**src/rtl/apb_ucpd_pkg.sv**
```systemverilog
// ---------------------------------------------------------------------------
// apb_ucpd_pkg
// Shared constants for the UCPD CC attach/detach logic: FSM state encoding
// (also exported through the status register), debounce-field widths and the
// microsecond-to-millisecond divider terminal count.
// ---------------------------------------------------------------------------
package apb_ucpd_pkg;

    // us ticks per ms, minus 1
    localparam int MS_CNT_MAX  = 999;
    // depth of the CC comparator synchronisers
    localparam int SYNC_STAGES = 2;

    localparam int FREQ_W    = 6;   // clk_freq field (MHz)
    localparam int T_CCDEB_W = 8;   // attach debounce field (ms)
    localparam int T_PDDEB_W = 5;   // detach debounce field (ms)
    localparam int MS_CNT_W  = 8;   // elapsed-ms counter
    localparam int STATE_W   = 3;   // fsm_state status field

    typedef enum logic [STATE_W-1:0] {
        CC_IDLE     = 3'd0,
        CC_UNATT    = 3'd1,
        CC_ATT_WAIT = 3'd2,
        CC_ATTACHED = 3'd3,
        CC_DET_WAIT = 3'd4
    } cc_state_e;

    // Last us_cnt value of a microsecond: a 0 MHz setting behaves as 1 MHz.
    function automatic logic [FREQ_W-1:0] us_last(input logic [FREQ_W-1:0] freq);
        if (freq == {FREQ_W{1'b0}}) begin
            us_last = {FREQ_W{1'b0}};
        end else begin
            us_last = freq - 1'b1;
        end
    endfunction

endpackage

```
**src/rtl/apb_ucpd_tick_gen.sv**
```systemverilog
// ---------------------------------------------------------------------------
// apb_ucpd_tick_gen
// Restartable microsecond / millisecond timebase for UCPD timers.
//   ic_clk, ic_rst_n : clock, asynchronous active-low reset
//   clk_freq         : ic_clk frequency in MHz (0 treated as 1), sampled live
//   clr              : synchronous restart of both dividers; a window timed
//                      from clr is therefore exact to within one cycle
//   us_tick          : registered one-cycle pulse every max(clk_freq,1) cycles
//   ms_tick          : registered one-cycle pulse every MS_MAX+1 us ticks,
//                      always coincident with a us_tick
// ---------------------------------------------------------------------------
module apb_ucpd_tick_gen
    import apb_ucpd_pkg::*;
#(
    parameter int MS_MAX = MS_CNT_MAX
) (
    input  logic              ic_clk,
    input  logic              ic_rst_n,
    input  logic [FREQ_W-1:0] clk_freq,
    input  logic              clr,
    output logic              us_tick,
    output logic              ms_tick
);

    localparam int SUB_W = $clog2(MS_MAX + 1);
    localparam logic [SUB_W-1:0] SUB_LAST = SUB_W'(MS_MAX);

    logic [FREQ_W-1:0] us_cnt_r;
    logic [SUB_W-1:0]  sub_cnt_r;
    logic              us_tick_r;
    logic              ms_tick_r;
    logic              us_wrap_s;
    logic              ms_wrap_s;

    // Divider terminal-count decode; >= lets a live clk_freq decrease wrap at once
    always_comb begin
        us_wrap_s = (us_cnt_r >= us_last(clk_freq));
        ms_wrap_s = us_wrap_s && (sub_cnt_r >= SUB_LAST);
    end

    // Cascaded us / ms dividers with registered tick outputs
    always_ff @(posedge ic_clk or negedge ic_rst_n) begin
        if (!ic_rst_n) begin
            us_cnt_r  <= {FREQ_W{1'b0}};
            sub_cnt_r <= {SUB_W{1'b0}};
            us_tick_r <= 1'b0;
            ms_tick_r <= 1'b0;
        end else if (clr) begin
            us_cnt_r  <= {FREQ_W{1'b0}};
            sub_cnt_r <= {SUB_W{1'b0}};
            us_tick_r <= 1'b0;
            ms_tick_r <= 1'b0;
        end else begin
            us_tick_r <= us_wrap_s;
            ms_tick_r <= ms_wrap_s;
            if (us_wrap_s) begin
                us_cnt_r <= {FREQ_W{1'b0}};
                if (ms_wrap_s) begin
                    sub_cnt_r <= {SUB_W{1'b0}};
                end else begin
                    sub_cnt_r <= sub_cnt_r + 1'b1;
                end
            end else begin
                us_cnt_r  <= us_cnt_r + 1'b1;
                sub_cnt_r <= sub_cnt_r;
            end
        end
    end

    assign us_tick = us_tick_r;
    assign ms_tick = ms_tick_r;

endmodule

```
**src/rtl/apb_ucpd_cc_attach_ctrl.sv**
```systemverilog
// ---------------------------------------------------------------------------
// apb_ucpd_cc_attach_ctrl
// Type-C attach/detach sequencer. Synchronises the CC1/CC2 comparator levels,
// debounces attach (tCCDebounce) and detach (tPDDebounce) with one shared,
// restartable ms timebase, and reports the result to the register block.
//   ic_clk, ic_rst_n : clock, asynchronous active-low reset
//   clk_freq         : ic_clk frequency in MHz (0 treated as 1)
//   cc_det_en        : detection enable; low forces IDLE
//   cc1_in, cc2_in   : raw asynchronous comparator levels (1 = Rd/Rp seen)
//   t_ccdeb_ms       : attach debounce (ms), sampled live
//   t_pddeb_ms       : detach debounce (ms), sampled live
//   attached         : registered; high in ATTACHED / DET_WAIT
//   orient           : registered; 0 = CC1 active, 1 = CC2 active
//   cc_evt           : registered one-cycle pulse on every attached change
//   fsm_state        : current state encoding
// ---------------------------------------------------------------------------
module apb_ucpd_cc_attach_ctrl
    import apb_ucpd_pkg::*;
#(
    parameter int MS_CNT_MAX  = apb_ucpd_pkg::MS_CNT_MAX,
    parameter int SYNC_STAGES = apb_ucpd_pkg::SYNC_STAGES
) (
    input  logic                 ic_clk,
    input  logic                 ic_rst_n,
    input  logic [FREQ_W-1:0]    clk_freq,
    input  logic                 cc_det_en,
    input  logic                 cc1_in,
    input  logic                 cc2_in,
    input  logic [T_CCDEB_W-1:0] t_ccdeb_ms,
    input  logic [T_PDDEB_W-1:0] t_pddeb_ms,
    output logic                 attached,
    output logic                 orient,
    output logic                 cc_evt,
    output logic [STATE_W-1:0]   fsm_state
);

    logic [SYNC_STAGES-1:0] cc1_sync_r;
    logic [SYNC_STAGES-1:0] cc2_sync_r;
    logic                   cc1_s;
    logic                   cc2_s;

    cc_state_e              state_r;
    logic                   attached_r;
    logic                   orient_r;
    logic                   cc_evt_r;
    logic                   cand_r;
    logic [MS_CNT_W-1:0]    ms_cnt_r;

    logic                   us_tick_s;
    logic                   ms_tick_s;
    logic                   clr_s;
    logic                   one_hot_s;
    logic                   active_s;
    logic                   pattern_ok_s;
    logic                   att_done_s;
    logic                   det_done_s;

    // Two-flop (SYNC_STAGES) synchronisers for the asynchronous CC levels
    always_ff @(posedge ic_clk or negedge ic_rst_n) begin
        if (!ic_rst_n) begin
            cc1_sync_r <= {SYNC_STAGES{1'b0}};
            cc2_sync_r <= {SYNC_STAGES{1'b0}};
        end else begin
            cc1_sync_r <= {cc1_sync_r[SYNC_STAGES-2:0], cc1_in};
            cc2_sync_r <= {cc2_sync_r[SYNC_STAGES-2:0], cc2_in};
        end
    end

    assign cc1_s = cc1_sync_r[SYNC_STAGES-1];
    assign cc2_s = cc2_sync_r[SYNC_STAGES-1];

    apb_ucpd_tick_gen #(
        .MS_MAX   (MS_CNT_MAX)
    ) u_tick_gen (
        .ic_clk   (ic_clk),
        .ic_rst_n (ic_rst_n),
        .clk_freq (clk_freq),
        .clr      (clr_s),
        .us_tick  (us_tick_s),
        .ms_tick  (ms_tick_s)
    );

    // Line decodes and the wait-state-entry restart of the timebase
    always_comb begin
        one_hot_s    = cc1_s ^ cc2_s;
        // only the line selected by orientation matters once attached
        active_s     = orient_r ? cc2_s : cc1_s;
        // candidate pattern is fully determined by which single line was high
        pattern_ok_s = ({cc1_s, cc2_s} == {~cand_r, cand_r});
        att_done_s   = (ms_cnt_r >= t_ccdeb_ms);
        det_done_s   = (ms_cnt_r >= {3'b000, t_pddeb_ms});
        clr_s        = 1'b0;
        if (cc_det_en) begin
            case (state_r)
                CC_UNATT:    clr_s = one_hot_s;
                CC_ATTACHED: clr_s = ~active_s;
                default:     clr_s = 1'b0;
            endcase
        end else begin
            clr_s = 1'b0;
        end
    end

    // Elapsed-ms counter: restarted with the timebase, saturates at 255
    always_ff @(posedge ic_clk or negedge ic_rst_n) begin
        if (!ic_rst_n) begin
            ms_cnt_r <= {MS_CNT_W{1'b0}};
        end else if (clr_s) begin
            ms_cnt_r <= {MS_CNT_W{1'b0}};
        end else if (ms_tick_s && us_tick_s && (ms_cnt_r != 8'hFF)) begin
            ms_cnt_r <= ms_cnt_r + 1'b1;
        end else begin
            ms_cnt_r <= ms_cnt_r;
        end
    end

    // Attach/detach FSM with registered status outputs
    always_ff @(posedge ic_clk or negedge ic_rst_n) begin
        if (!ic_rst_n) begin
            state_r    <= CC_IDLE;
            attached_r <= 1'b0;
            orient_r   <= 1'b0;
            cc_evt_r   <= 1'b0;
            cand_r     <= 1'b0;
        end else begin
            cc_evt_r <= 1'b0;
            if (!cc_det_en) begin
                // disabling while attached is reported as a detach
                state_r    <= CC_IDLE;
                attached_r <= 1'b0;
                cc_evt_r   <= attached_r;
            end else begin
                case (state_r)
                    CC_IDLE: begin
                        state_r <= CC_UNATT;
                    end
                    CC_UNATT: begin
                        // both lines high (debug accessory) is deliberately ignored
                        if (one_hot_s) begin
                            state_r <= CC_ATT_WAIT;
                            cand_r  <= cc2_s;
                        end
                    end
                    CC_ATT_WAIT: begin
                        // a pattern change beats a simultaneous timeout
                        if (!pattern_ok_s) begin
                            state_r <= CC_UNATT;
                        end else if (att_done_s) begin
                            state_r    <= CC_ATTACHED;
                            attached_r <= 1'b1;
                            orient_r   <= cand_r;
                            cc_evt_r   <= 1'b1;
                        end
                    end
                    CC_ATTACHED: begin
                        if (!active_s) begin
                            state_r <= CC_DET_WAIT;
                        end
                    end
                    CC_DET_WAIT: begin
                        // a returning line beats a simultaneous timeout
                        if (active_s) begin
                            state_r <= CC_ATTACHED;
                        end else if (det_done_s) begin
                            state_r    <= CC_UNATT;
                            attached_r <= 1'b0;
                            cc_evt_r   <= 1'b1;
                        end
                    end
                    default: begin
                        state_r    <= CC_IDLE;
                        attached_r <= 1'b0;
                        cc_evt_r   <= attached_r;
                    end
                endcase
            end
        end
    end

    assign attached  = attached_r;
    assign orient    = orient_r;
    assign cc_evt    = cc_evt_r;
    assign fsm_state = state_r;

endmodule

```
**config.mk**
```make
export PLATFORM = sky130hd
export DESIGN_NAME = apb_ucpd_cc_attach_ctrl
export DESIGN_NICKNAME = d
export VERILOG_FILES = /design/src/rtl/apb_ucpd_pkg.sv /design/src/rtl/apb_ucpd_tick_gen.sv /design/src/rtl/apb_ucpd_cc_attach_ctrl.sv
export SDC_FILE = /design/constraint.sdc
export NUM_CORES = 1
export LEC_CHECK = 0
export CAP_MARGIN = 0
export CELL_PAD_IN_SITES_DETAIL_PLACEMENT = 1
export CELL_PAD_IN_SITES_GLOBAL_PLACEMENT = 2
export CORE_UTILIZATION = 39
export CTS_CLUSTER_DIAMETER = 120
export DETAILED_ROUTE_END_ITERATION = 8
export DONT_BUFFER_PORTS = 1
export PLACE_DENSITY = 0.88
export REMOVE_ABC_BUFFERS = 1
export SYNTH_ARGS = -nofsm -noshare
export SYNTH_HDL_FRONTEND = slang
export SYNTH_SLANG_ARGS = --single-unit
export TNS_END_PERCENT = 30
```
**constraint.sdc**
```tcl
create_clock -name ic_clk -period 2.99 [get_ports ic_clk]
set_clock_uncertainty 0.05 [all_clocks]
set_input_delay 0.598 -clock ic_clk [delete_from_list [all_inputs] [get_ports ic_clk]]
set_output_delay 0.598 -clock ic_clk [all_outputs]
set_load 0.005 [all_outputs]
```
# Yosys cells after proc, flatten, opt, wreduce, memory -nomap -nowiden
# Index checks and enable logic that the tools add are counted.
# W data, S select, Z words.
# classes
eq_ne	15
bitwise	3
magnitude_cmp	4
n_reduce_logical	12
mux	33
n_addsub	4
# op_table
operator	n
$mux W10	3
$mux W3	7
$mux W6	3
$ne A3 B3 Y1 const B	6
$mux W8	2
$pmux W3 S5	1
$mux W1	14
$add A10 B1 Y10 const B	1
$ge A10 B10 Y1 const B	1
$add A8 B1 Y8 const B	1
$ge A8 B5 Y1	1
$ge A8 B8 Y1	1
$ne A4 B4 Y1 const B	2
$ne A8 B8 Y1 const B	1
$reduce_and A4 Y1	2
$add A6 B1 Y6 const B	1
$eq A3 B2 Y1 const B	2
$ge A6 B6 Y1	1
$logic_not A6 Y1	1
$pmux W1 S3	2
$sub A6 B1 Y6 const B	1
$reduce_and A5 Y1	1
$reduce_bool A2 Y1	2
$eq A3 B1 Y1 const B	1
10 further kinds	13
# totals
out_inout_bits	6
word_cells	83
ff_bits	37
in_bits	24

# Logic depth before layout (Yosys ltp)
# logic_depth
word_depth	7
depth_mapped	12
depth_no_buf	10

# Modules after synthesis
# Synthesis repeated with hierarchy kept, for this count alone.
# unflattened
cells_unflattened	265
hier_area_um2	2453.6
# by_module_without_submodules
module	area_per_inst_um2	cells_each	seq_area_each_um2	n_inst
apb_ucpd_cc_attach_ctrl	1345.0	144	475.5	1
apb_ucpd_tick_gen	1108.6	121	450.4	1

# Least setup slack after synthesis
# No wires, ideal clock.
# synth_timing
path_type	input to register
from	input clk_freq[0]
to	register u_tick_gen.us_cnt_r[2]
required_time_ns	2.868
slack_ns	0.341
path_stages	12
t_arrival_ns	2.527
setup_time_ns	0.072
path_buffers	2
cell_sequence	inv_1 -> ha_1 -> nand2_1 -> nor3b_1 -> a21oi_1 -> ha_1 -> a21o_1 -> a221oi_2 -> buf_6 -> buf_2 -> nand2b_1 -> nor2_1
# synth_via
elab_chain_cells	5
word_cells_on_any_way	6
classes_between	1 x add/sub; 1 x order compare; 3 x mux; 1 x reduce/logical
# synth_lines
item	line	text
start: declaration	apb_ucpd_cc_attach_ctrl.sv:25	input logic [FREQ_W-1:0] clk_freq,
$sub A6 B1 Y6 / $logic_not A6 Y1 (equally long branches)	apb_ucpd_pkg.sv:33, apb_ucpd_pkg.sv:30	
$mux W6 (*)	apb_ucpd_pkg.sv:30	if (freq == {FREQ_W{1'b0}}) begin
$ge A6 B6 Y1 (*)	apb_ucpd_tick_gen.sv:37	us_wrap_s = (us_cnt_r >= us_last(clk_freq));
$mux W6 (*)	apb_ucpd_tick_gen.sv:56	if (us_wrap_s) begin
$mux W6 (*)	apb_ucpd_tick_gen.sv:48	end else if (clr) begin
end signal: assignment	apb_ucpd_tick_gen.sv:44	us_cnt_r <= {FREQ_W{1'b0}};
end signal: assignment	apb_ucpd_tick_gen.sv:49	us_cnt_r <= {FREQ_W{1'b0}};
end signal: assignment	apb_ucpd_tick_gen.sv:57	us_cnt_r <= {FREQ_W{1'b0}};
end: declaration	apb_ucpd_tick_gen.sv:28	logic [FREQ_W-1:0] us_cnt_r;
# Mark *: on every way between the ends. The rest lies on a longest branch, timed or not.
# A chain may end at the register's enable or synchronous reset.

# Final worst setup path
# layout_timing
from	input clk_freq[0]
to	register u_tick_gen.sub_cnt_r[3]
# layout_via
elab_chain_cells	7
word_cells_on_any_way	9
classes_between	1 x add/sub; 1 x order compare; 4 x mux; 3 x reduce/logical
# layout_lines
item	line	text
$sub A6 B1 Y6 / $logic_not A6 Y1 (equally long branches)	apb_ucpd_pkg.sv:33, apb_ucpd_pkg.sv:30	
$mux W6 (*)	apb_ucpd_pkg.sv:30	
$ge A6 B6 Y1 (*)	apb_ucpd_tick_gen.sv:37	
$logic_and A1 B1 Y1	apb_ucpd_tick_gen.sv:38	ms_wrap_s = us_wrap_s && (sub_cnt_r >= SUB_LAST);
$mux W10	apb_ucpd_tick_gen.sv:58	if (ms_wrap_s) begin
$mux W10	apb_ucpd_tick_gen.sv:56	
$mux W10	apb_ucpd_tick_gen.sv:48	
end signal: assignment	apb_ucpd_tick_gen.sv:50	sub_cnt_r <= {SUB_W{1'b0}};
end signal: assignment	apb_ucpd_tick_gen.sv:59	sub_cnt_r <= {SUB_W{1'b0}};
end signal: assignment	apb_ucpd_tick_gen.sv:61	sub_cnt_r <= sub_cnt_r + 1'b1;
end: declaration	apb_ucpd_tick_gen.sv:29	logic [SUB_W-1:0] sub_cnt_r;
# Mark *: on every way between the ends. The rest lies on a longest branch, timed or not. The select of a mux whose other input is x is not followed.

==> results.md <==
- Grt ovf: 0
- Number of global-route vias before repair: about 1900
- Crit end category: register
- Via-to-Cell Ratio: roughly 5.6
- Data required time of the critical path: approximately 3200 ps
- Most common cell after layout, fill and taps aside: dfrtp_1
- Final critical-path required period: ~2600 ps
- Library cells used by synthesis: between 50 and 60
- Total global-route track usage: ~17%
- Number of antenna-violating nets in the routed design: 0
- Mapped Area: ~2500 µm²
- Clock sink count: 37
- Cell area after placement: between 2000 and 3000 µm²
- RSZ-0062 raised after global routing: no
- Power Total: 1.50 mW
- Number of cell rows: 28
- Final routed DRC violation total: 0
- Worst slew margin relative to its limit: just over 50%
- Mean instance size in the synthesized netlist: 9.18 µm²
- H-Tree Depth: 2
- Buffer depth of the longest clock path: 2
- Clock latency of the later-clocked register in the worst-skew pair: 290 ps
- First DRT Iteration DRCs: slightly below 70
- Status: completed
- Number of antenna violations at the first check in global routing: 0
- Power per unit of standard cell area: about 560 nW/µm²
- DIE HEIGHT: between 80 and 90 µm
- Part of the cycle the worst path needs: between 80% and 90%
- Total inserted antenna cells: 0
- Total wire length: approximately 5.3 mm
- Max Cap Viol: 0
- Flops & latches, synth: 37
- Top_reg_cell synth: dfrtp_1
- Postcts setup bufs: 0
- Master cell of the clock root buffer: clkbuf_8
- Final instance area: approximately 2700 µm²
- Number of hold-slack violations in the final timing report: 0
- I/O pin total: 30
- HPWL after DPL: just under 4 mm
- Wire length per cell after detailed routing: between 15 and 20 µm
- Syn Inst Count: 270
- Warning count from the yosys run: 0
- Nets@finish: approximately 320
- Register-to-Register Path Depth: 7
- Top library cells by usage in the layout, fill and taps aside: dfrtp_1, nor2_1, ha_1, a21oi_1, inv_1
- Portion of the post-synthesis area used by sequential elements: between 30 and 40%
- Routability cong.: approximately 0.76
- Leakage: ~1.3 nW
- Arr. time, crit path: roughly 2800 ps
- Wire length of the first global-routing pass: 8.78 mm
- Clk slew on worst S/H paths: 80 ps
- Count of buffers inserted at the top-level ports: 0
- Share of synthesized flip-flops with an asynchronous set or reset: 100%
- CTS tree: built
- Maximum resistive drop on vdd: approximately 210 µV
- CP Class: input pin to register
- Total of endpoints with negative setup slack in the final report: 0
- Count of flip-flops with a built-in enable after synthesis: 0
- Max Freq: between 300 and 400 MHz
- Number of CTS-inserted buffers: 5
- Total via count in the routed design: slightly below 2000
- Router iterations before antenna repair: 4
- Resize count post-CTS: 0
- Synth-to-layout area growth: 8.38%
- Core Box Area: about 6000 µm²
- Actual slew at the worst max-slew pin: around 730 ps
- Fraction of layout cells with a size suffix above 1: about a tenth
- Class of the worst hold path: input pin to asynchronous set/reset pin
- Critical Path Source Type: input pin
- Post-cts hold buffer count: 1
- Starting density of the core: between 40% and 50%
- Pin count of the biggest net entering global routing: 38
- Setup total negative slack: 0 ps
- Width of the chip: 81.7 µm
- Finished Core Util: about 45%
- CP Max Fanout: 22
- Filler cells: 715
- Final Slew Violations: 0
- Area of the die: ~6700 µm²
-- Yosys cell counts, types with 3 or more instances --
library cell   n  area share [%]
inv_1         19             2.9
nand4_1        3            0.76
nand2_1       17             2.6
nor2b_1        4             1.0
o21ai_0       10             2.0
dfrtp_1       37              37
xnor2_1        4             1.4
and3_1         6             1.5
nor2_1        31             4.7
a21oi_1       21             4.2
nor3_1         5             1.0
xor2_1         9             3.2
nand2b_1       4             1.0
or3b_2         3             1.1
o21ai_1        7             1.4
mux2i_1        3             1.2
buf_2          5             1.0
a31oi_1        4             1.0
ha_1          23              12
nand3_1        9             1.8
nor3b_1        3            0.91
nand3b_1       3            0.91
-- per-stage QoR --
stage	setup slack, ps	hold slack (ps)	instances
floorplan	101	252	261
global placement	166	254	338
detailed placement	63.7	254	338
CTS	371	89.8	347
global route	251	89.9	347
finish	371	84.7	347
-- kinds of logic (layout without fill, tap and decap cells) --
family | Yosys count | in the layout | synth area share (%)
simple gates | 106 | 106 | 23.8
compound gates | 59 | 59 | 15.7
flops | 37 | 37 | 37.4
buf+inv | 28 | 30 | 5.25
fa+ha+maj | 23 | 23 | 11.6
xor+xnor | 13 | 13 | 4.59
mux | 4 | 4 | 1.67
-- power by group --
part | total [mW] | leakage [nW] | switching, mW | internal, mW
combinational | 0.374 | 0.720 | 0.206 | 0.168
clock | 0.463 | 0.0574 | 0.192 | 0.271
sequential | 0.665 | 0.490 | 0.0941 | 0.571
-- registers in the layout, indices dropped and copies added, names as in the netlist --
register and count:
cand_r 1, cc2_sync_r 2, attached 1, u_tick_gen.us_tick 1, orient 1, u_tick_gen.ms_tick 1, cc_evt 1, u_tick_gen.sub_cnt_r 10
ms_cnt_r 8, fsm_state 3, cc1_sync_r 2, u_tick_gen.us_cnt_r 6
-- path summary, 6_finish.rpt --
check	from	endpoint	slack (ps)
worst max-delay path	clk_freq[0]	u_tick_gen.sub_cnt_r[3]	370
worst max register to register	ms_cnt_r[0]	orient	780
worst min register to register	cc2_sync_r[0]	cc2_sync_r[1]	310
worst min-delay path	ic_rst_n	ms_cnt_r[5]	80
max in group asynchronous	ic_rst_n	u_tick_gen.sub_cnt_r[0]	2620
min in group ic_clk	cc1_in	cc1_sync_r[0]	270
-- routing by layer --
layer / part of all wire [%] / track usage [%] / up-vias
met2: 49 / 28.3 / 24
met1: 47 / 22.1 / 959
met4: 1.7 / 6.49 / 0
met3: 2.4 / 3.33 / 8
met5: 0 / 0 / -
li1: - / - / 962
-- cell type report --
| class | count | area (µm²) | area share, % |
|---|---|---|---|
| clock buffers | 6 | 82.6 | 3.07 |
| clock inverters | 2 | 37.5 | 1.40 |
| multi-input cells | 205 | 1430 | 53.1 |
| inverters | 19 | 71.3 | 2.65 |
| repair buffers | 3 | 47.5 | 1.77 |
| flip-flops and latches | 37 | 926 | 34.5 |
| well taps | 75 | 93.8 | 3.49 |
-- worst max-delay path, cell delays in order --
cell      delay (ps)
inv_1             70
ha_1             230
nand3b_1         160
and2_1           200
ha_1             260
nor2b_1           40
o21ai_1          180
a221oi_2         100
buf_12           160
or4b_2           620
a21oi_1          160
Power figures use the tool's default switching activity.
